--- src/rtl/hpdcache_downsize_arb.sv ---
// Round-robin arbiter feeding a shared wide-to-narrow downsize buffer.
// Grants are held for a whole burst; beats are emitted as RD_WIDTH words with source/ID tags.
module hpdcache_downsize_arb #(
    parameter int unsigned N_REQ    = 2,
    parameter int unsigned WR_WIDTH = 256,
    parameter int unsigned RD_WIDTH = 64,
    parameter int unsigned DEPTH    = 2,
    parameter int unsigned ID_WIDTH = 4,
    localparam int unsigned RD_WORDS = WR_WIDTH / RD_WIDTH,
    localparam int unsigned SRC_W    = (N_REQ > 1) ? $clog2(N_REQ) : 1,
    localparam int unsigned WORD_W   = (RD_WORDS > 1) ? $clog2(RD_WORDS) : 1
) (
    input  logic                         clk_i,
    input  logic                         rst_ni,
    input  logic [N_REQ-1:0]             req_valid_i,
    output logic [N_REQ-1:0]             req_ready_o,
    input  logic [N_REQ*WR_WIDTH-1:0]    req_data_i,
    input  logic [N_REQ*ID_WIDTH-1:0]    req_id_i,
    input  logic [N_REQ-1:0]             req_last_i,
    output logic                         rsp_valid_o,
    input  logic                         rsp_ready_i,
    output logic [RD_WIDTH-1:0]          rsp_data_o,
    output logic [SRC_W-1:0]             rsp_src_o,
    output logic [ID_WIDTH-1:0]          rsp_id_o,
    output logic [WORD_W-1:0]            rsp_word_o,
    output logic                         rsp_beat_last_o,
    output logic                         rsp_last_o
);

    localparam int unsigned PTR_W = (DEPTH > 1) ? $clog2(DEPTH) : 1;
    localparam int unsigned CNT_W = $clog2(DEPTH) + 1;

    typedef enum logic {IDLE, LOCKED} state_e;

    state_e              state_q, state_d;
    logic [SRC_W-1:0]    rr_ptr_q, rr_ptr_d;
    logic [SRC_W-1:0]    lock_src_q, lock_src_d;
    logic [SRC_W-1:0]    grant_src;
    logic                grant_vld;
    int unsigned         scan_idx;
    logic [SRC_W-1:0]    scan_src;

    logic [N_REQ-1:0][WR_WIDTH-1:0] req_data_arr;
    logic [N_REQ-1:0][ID_WIDTH-1:0] req_id_arr;

    logic [WR_WIDTH-1:0] data_q [DEPTH];
    logic [SRC_W-1:0]    src_q  [DEPTH];
    logic [ID_WIDTH-1:0] id_q   [DEPTH];
    logic [DEPTH-1:0]    last_q;
    logic [PTR_W-1:0]    wr_ptr_q, rd_ptr_q;
    logic [CNT_W-1:0]    used_q;
    logic [WORD_W-1:0]   cnt_q;

    logic                buf_full, buf_empty;
    logic                push, push_last, pop, word_end;
    logic [RD_WORDS-1:0][RD_WIDTH-1:0] cur_words;

    function automatic logic [SRC_W-1:0] src_inc(input logic [SRC_W-1:0] s);
        return (s == SRC_W'(N_REQ - 1)) ? '0 : s + SRC_W'(1);
    endfunction

    function automatic logic [PTR_W-1:0] ptr_inc(input logic [PTR_W-1:0] p);
        return (p == PTR_W'(DEPTH - 1)) ? '0 : p + PTR_W'(1);
    endfunction

    assign req_data_arr = req_data_i;
    assign req_id_arr   = req_id_i;

    // Arbitration: upward scan from rr_ptr in IDLE, fixed lock in LOCKED
    always_comb begin
        grant_vld = 1'b0;
        grant_src = '0;
        scan_idx  = 0;
        scan_src  = '0;
        if (state_q == LOCKED) begin
            grant_src = lock_src_q;
            grant_vld = req_valid_i[lock_src_q];
        end else begin
            for (int unsigned off = 0; off < N_REQ; off++) begin
                scan_idx = (32'(rr_ptr_q) + off) % N_REQ;
                scan_src = SRC_W'(scan_idx);
                if (!grant_vld && req_valid_i[scan_src]) begin
                    grant_vld = 1'b1;
                    grant_src = scan_src;
                end
            end
        end
    end

    assign push      = grant_vld & ~buf_full;
    assign push_last = req_last_i[grant_src];

    always_ff @(posedge clk_i or negedge rst_ni) begin
        if (!rst_ni) begin
            state_q    <= IDLE;
            rr_ptr_q   <= '0;
            lock_src_q <= '0;
        end else begin
            state_q    <= state_d;
            rr_ptr_q   <= rr_ptr_d;
            lock_src_q <= lock_src_d;
        end
    end

    always_comb begin
        state_d    = state_q;
        rr_ptr_d   = rr_ptr_q;
        lock_src_d = lock_src_q;
        if (push) begin
            case (state_q)
                IDLE: begin
                    if (push_last) begin
                        rr_ptr_d = src_inc(grant_src);
                    end else begin
                        state_d    = LOCKED;
                        lock_src_d = grant_src;
                    end
                end
                LOCKED: begin
                    if (push_last) begin
                        state_d  = IDLE;
                        rr_ptr_d = src_inc(lock_src_q);
                    end
                end
                default: state_d = IDLE;
            endcase
        end
    end

    always_comb begin
        req_ready_o = '0;
        for (int unsigned i = 0; i < N_REQ; i++) begin
            req_ready_o[i] = grant_vld && (grant_src == SRC_W'(i)) && !buf_full;
        end
    end

    // Shared data/tag FIFO: one pointer pair, pop only on the final word of a beat
    assign buf_full  = (used_q == CNT_W'(DEPTH));
    assign buf_empty = (used_q == '0);
    assign word_end  = (cnt_q == WORD_W'(RD_WORDS - 1));
    assign pop       = rsp_valid_o & rsp_ready_i & word_end;

    always_ff @(posedge clk_i or negedge rst_ni) begin
        if (!rst_ni) begin
            for (int unsigned i = 0; i < DEPTH; i++) begin
                data_q[i] <= '0;
                src_q[i]  <= '0;
                id_q[i]   <= '0;
            end
            last_q   <= '0;
            wr_ptr_q <= '0;
            rd_ptr_q <= '0;
            used_q   <= '0;
            cnt_q    <= '0;
        end else begin
            if (push) begin
                data_q[wr_ptr_q] <= req_data_arr[grant_src];
                src_q[wr_ptr_q]  <= grant_src;
                id_q[wr_ptr_q]   <= req_id_arr[grant_src];
                last_q[wr_ptr_q] <= push_last;
                wr_ptr_q         <= ptr_inc(wr_ptr_q);
            end
            if (pop) begin
                rd_ptr_q <= ptr_inc(rd_ptr_q);
            end
            case ({push, pop})
                2'b10:   used_q <= used_q + CNT_W'(1);
                2'b01:   used_q <= used_q - CNT_W'(1);
                default: used_q <= used_q;
            endcase
            if (rsp_valid_o && rsp_ready_i) begin
                cnt_q <= word_end ? '0 : cnt_q + WORD_W'(1);
            end
        end
    end

    assign cur_words       = data_q[rd_ptr_q];
    assign rsp_valid_o     = ~buf_empty;
    assign rsp_data_o      = cur_words[cnt_q];
    assign rsp_src_o       = src_q[rd_ptr_q];
    assign rsp_id_o        = id_q[rd_ptr_q];
    assign rsp_word_o      = cnt_q;
    assign rsp_beat_last_o = rsp_valid_o & word_end;
    assign rsp_last_o      = rsp_beat_last_o & last_q[rd_ptr_q];

endmodule

--- config.mk ---
export PLATFORM = sky130hd
export DESIGN_NAME = hpdcache_downsize_arb
export DESIGN_NICKNAME = d
export VERILOG_FILES = /design/src/rtl/hpdcache_downsize_arb.sv
export SDC_FILE = /design/constraint.sdc
export NUM_CORES = 1
export LEC_CHECK = 0
export CORE_AREA = 2 2 239 241
export CTS_CLUSTER_DIAMETER = 120
export DETAILED_ROUTE_END_ITERATION = 12
export DIE_AREA = 0 0 241 243
export PLACE_DENSITY = 0.82
export REMOVE_ABC_BUFFERS = 1
export SLEW_MARGIN = 20
export SYNTH_ARGS = -nofsm -noshare
export SYNTH_HDL_FRONTEND = slang
export SYNTH_SLANG_ARGS = --single-unit
--- constraint.sdc ---
create_clock -name clk_i -period 2.08 [get_ports clk_i]
set_input_delay 0.312 -clock clk_i [delete_from_list [all_inputs] [get_ports clk_i]]
set_output_delay 0.312 -clock clk_i [all_outputs]
set_load 0.01 [all_outputs]
; ---- Yosys cells after proc, flatten, opt, wreduce, memory -nomap -nowiden
; Index checks and enable logic that the tools add are counted.
[op_classes]
add_sub_neg = 8
magnitude_cmp = 11
n_eq_ne = 6
n_mux = 54
bitwise_logic = 12
reduce_logical = 14
[op_table]
columns = cell, n
row1 = $mux 256, 6
row2 = $bwmux 512, 1
row3 = $demux 256 s1, 1
row4 = $bmux 64 s2, 1
row5 = $mux 64, 1
row6 = $mux 1, 29
row7 = $mux 4, 6
row8 = $lt 1x2->1 const B, 6
row9 = $bwmux 8, 1
row10 = $logic_and 1x1->1, 8
row11 = $eq 2x2->1 const B, 3
row12 = $reduce_and 3->1, 2
row13 = $add 1x1->1 const B, 5
row14 = $and 1x1->1, 5
row15 = $not 1->1, 5
row16 = $add 2x1->2 const B, 2
row17 = $bwmux 2, 2
row18 = $demux 4 s1, 1
row19 = $ge 2x2->1 const B, 2
row20 = $not 1->2, 2
row21 = $pmux 2 s2, 1
row22 = $lt 2x3->1 const B, 1
row23 = $demux 1 s1, 2
row24 = $eq 2x1->1 const B, 1
row25 = 10 further kinds, 11
[totals]
regBits = 533
input_bits = 527
output_inout_bits = 76
word_cells = 119

; ---- Longest topological paths before layout
[logic_depth]
depth_word = 12
mapped_depth = 7
depth_no_buf = 7

; ---- Least setup slack after synthesis
; Ideal clock, no wire load.
[synth_timing]
path_kind = reg-to-output
from = register rd_ptr_q
to = output rsp_data_o[0]
arrival_ns = 1.801
required_time_ns = 1.768
slack_ns = -0.033
path_stages_with_launch = 6
path_cell_list = dfrtp_1 -> buf_2 -> buf_2 -> buf_2 -> mux4_2 -> mux2_2
[synth_between]
elab_chain_len = 6
[synth_lines]
columns = item, line_no
row1 = "start, declared", 50  ; logic [PTR_W-1:0] wr_ptr_q, rd_ptr_q;
row2 = "start signal, assigned", 164  ; rd_ptr_q <= ptr_inc(rd_ptr_q);
row3 = $not 1->2 (implied by the code), 177  ; assign cur_words = data_q[rd_ptr_q];
row4 = $mux 256 (implied by the code) (3 in a row), 177
row5 = $bmux 64 s2, 179  ; assign rsp_data_o = cur_words[cnt_q];
row6 = $mux 64 (implied by the code), 179
row7 = "end, declared", 22  ; output logic [RD_WIDTH-1:0] rsp_data_o,
; Every way passes these cells. The select of a mux whose other input is x is not followed.

; ---- Worst setup path in the final report
[layout_timing]
from = register rd_ptr_q
to = output rsp_data_o[53]
; The elaborated chain is that of the path after synthesis.

==> out/qor.txt <==
Xor and xnor area share after synthesis: 0.172%
Vias in the first global route: 22500
Crit Path Category: reg2out
Crit-path max FO: 6
Chip height: 243 µm
Synthesized area: 25500 µm²
Area added between synthesis and finish: 61.4%
Drc violations: 0
Final hold vios: 0
Worst reg2reg path startpoint: lock_src_q$_DFFE_PN0P_
Fraction of layout cells with a size suffix above 1: 37.9%
TritonCTS buffer count: 56
Cell Pwr Density: 1920 nW/µm²
DR vias: 23800
Cells after synthesis: 2259
Top cell by count, worst path: buf_12
# IOs: 603
Worst setup startpoint: rd_ptr_q$_DFFE_PN0P_
CTS clk-pin slew, worst paths: 0.07 ns
Avg Inst Size Synth: 11.3 µm²
Crit-path max cell delay: 0.56 ns
Worst-skew pair later-pin latency: 0.61 ns
Async SR Flop Fraction: 100%
Netlist cell types: 29
Filler cells: 3063
Worst path slowest cell: mux4_2
CP Depth: 6
Critical path endpoint: rsp_data_o[53]
Outcome: finished with violations
Critical path arrival: 2.54 ns
Max_cap viols: 0
Starting density of the core: 45.6%
Initial DRC Count: 2287
Largest net degree at the start of global routing: 75
Critical path cell sequence: buf_4 > buf_12 > buf_12 > mux4_2 > mux2_4 > buf_6
Deepest clock path buffer count: 3
Final Skew: 0.0261 ns
Post-synth EDFFs: 0
Setup slack after layout: -0.774 ns
FF+latch area: 13400 µm²
Period utilization: 137%
Vias/cell: 6.11
Slew Limit Headroom: 61.4%
Area taken by multi-input logic gates: 13600 µm²
Horiz. Die Dim: 241 µm
Yosys reg bits: 533
Leakage: 0.0166 µW
Post-detail-place hpwl: 54500 µm
CP endpoint kind: output pin
Worst-Margin Slew: 0.579 ns
Ys flop type: dfrtp_1
Post-synthesis adder-cell area fraction: 0.0981%
CP Launch Type: register
Placed cell count: 3640
Die area: 58600 µm²
Critical Path RT: 1.77 ns
Post-DRT Antenna Nets: 0
Crit path time final: 2.85 ns
Sequential-to-total area share from yosys stat: 52.3%
Buf/Inv on CP: 4
FF-to-FF End: data_q[154]$_DFFE_PN0P_
Max frequency: 350 MHz
H-Tree Depth: 2
Final WL: 105000 µm
N_diodes: 0
Total track usage: 25.7%
Fin nets: 3627
RD Place Congestion: 0.853
Wirelength per Cell: 26.8 µm
VDD IR max: 1.10 mV
Clock sink total: 533
Post-Synth Simple-Gate Area: 8.01%
Synth Area in Compound Gates: 10.5%
Post-synthesis mux area share: 24.8%
CTS tree: yes
Initial antenna violation count: 1
Hold WC Path Type: in2async
Flop2flop setup slack: -0.26 ns
Cell family with the largest share of critical-path delay: multiplexers
Core ar.: 56000 µm²
Unrepaired setup endpoints after global routing: true
Final slew viol count: 0
Largest family of logic cells by synthesized area: multiplexers
Layout Utilization: 73.6%
Failing checks: negative setup slack
PortBufs: 602
Finished Layout Cells: 3900
Setup Viol. Count Final: 432
GRT overflow: 0
First-pass GRT wire length: 118000 µm
Synth warn: 0
Worst r2r path cells: 9
First-pass DRT Iterations: 6
Pre-CTS setup slack: -0.644 ns
Rows: 87
CTS root buffer: clkbuf_16
==> placed cells by master (no fill, tap or decap), drive strengths merged, types with 3 or more instances in the layout <==
master           n
a21oi          524
buf            363
bufinv           3
clkbuf         152
clkdlybuf4s15    3
clkdlybuf4s50  525
clkinv           9
clkinvlp         4
dfrtp          533
inv              8
mux2            73
mux2i          263
mux4           128
nand2            3
nor2           525
nor2b            3
o21ai            3
xnor2            3
==> metal layers <==
layer / global-route usage, % / vias up / share of wire, %
li1: - / 9743 / -
met1: 30.6 / 11900 / 34
met3: 4.13 / 492 / 9.6
met5: 0 / - / 0.014
met4: 9.37 / 2 / 6.1
met2: 46.5 / 1683 / 50
==> synth_stat cells (all sizes together), types with 2 or more instances <==
cell type | n | share of area (%)
mux2i | 263 | 10
nor2b | 3 | 0.074
ha | 2 | 0.098
a21oi | 524 | 10
a2111oi | 2 | 0.069
dfrtp | 533 | 52
buf | 163 | 3.8
nor2 | 525 | 7.7
mux2 | 73 | 3.2
inv | 3 | 0.044
o21ai | 3 | 0.059
mux4 | 128 | 11
nand2 | 3 | 0.044
xnor2 | 3 | 0.10
clkbuf | 19 | 0.28
and2 | 2 | 0.049
xor2 | 2 | 0.069
==> worst min-delay path by stage <==
stage               cells after the start  slack, ns    from                 endpoint
CTS                                     2       0.22  rst_ni  data_q[370]$_DFFE_PN0P_
floorplan                               0       0.02  rst_ni    data_q[0]$_DFFE_PN0P_
global placement                        1       0.29  rst_ni  data_q[114]$_DFFE_PN0P_
finish                                  2       0.24  rst_ni  data_q[133]$_DFFE_PN0P_
detailed placement                      1       0.29  rst_ni  data_q[370]$_DFFE_PN0P_
global route                            2       0.26  rst_ni  data_q[133]$_DFFE_PN0P_
==> registers in the layout, summed over array words and instances, names as in the netlist <==
signal	count
rsp_word_o	2
state_q	1
used_q	2
rd_ptr_q	1
src_q	2
data_q	512
wr_ptr_q	1
lock_src_q	1
rr_ptr_q	1
last_q	2
id_q	8
==> worst register-to-register path, stage by stage, from the launching register on <==
cell and delay, ns:
dfrtp_1 0.44, mux2i_4 0.22, buf_6 0.15, a2111oi_4 0.37
buf_6 0.23, buf_12 0.17, buf_8 0.15, clkbuf_16 0.16
nor2_1 0.05, a21oi_1 0.29
==> kinds of logic after synthesis <==
kind of cell,count (synthesis)
and+or+nand+nor,538
DFF,533
AOI/OAI and AO/OA,532
muxes,464
buffers and inverters,185
xor gates and xnor gates,5
adders and majority gates,2
==> power breakdown <==
group	switching, µW	internal (µW)
clock network	4510	6060
registers	4150	15700
logic	23400	25300
total	32100	47100
==> what timing repair did <==
item,CTS,global route
setup buffers,38,39
hold buffers,1,0
cloned,3,86
setup endpoints to repair,541,510
gates resized for setup,423,753
pin swaps,4,13
endpoints found under the hold margin,37,0
==> area by class of cell <==
cell class                 instances  area share (%)
inverter                           3          0.0273
multi-input combinational       1541            32.9
sequential                       533            32.4
clock buffer                      83            4.14
tap                              756            2.30
timing repair buffer             963            27.7
clock inverter                    21           0.528
==> stage by stage <==
stage                     cell area, µm²  TNS, ns  power, µW  hold WS [ns]
after floorplan                    24500        -      20300        0.0164
after global placement             33600  -240.81      49900         0.286
after detailed placement           33600  -258.96      51800         0.286
final                              41200   -62.02      79200         0.240
after CTS                          36300   -43.70      64000         0.224
after global routing               41200   -85.34      81900         0.265
Note: power is estimated with default switching activity, not from simulation.
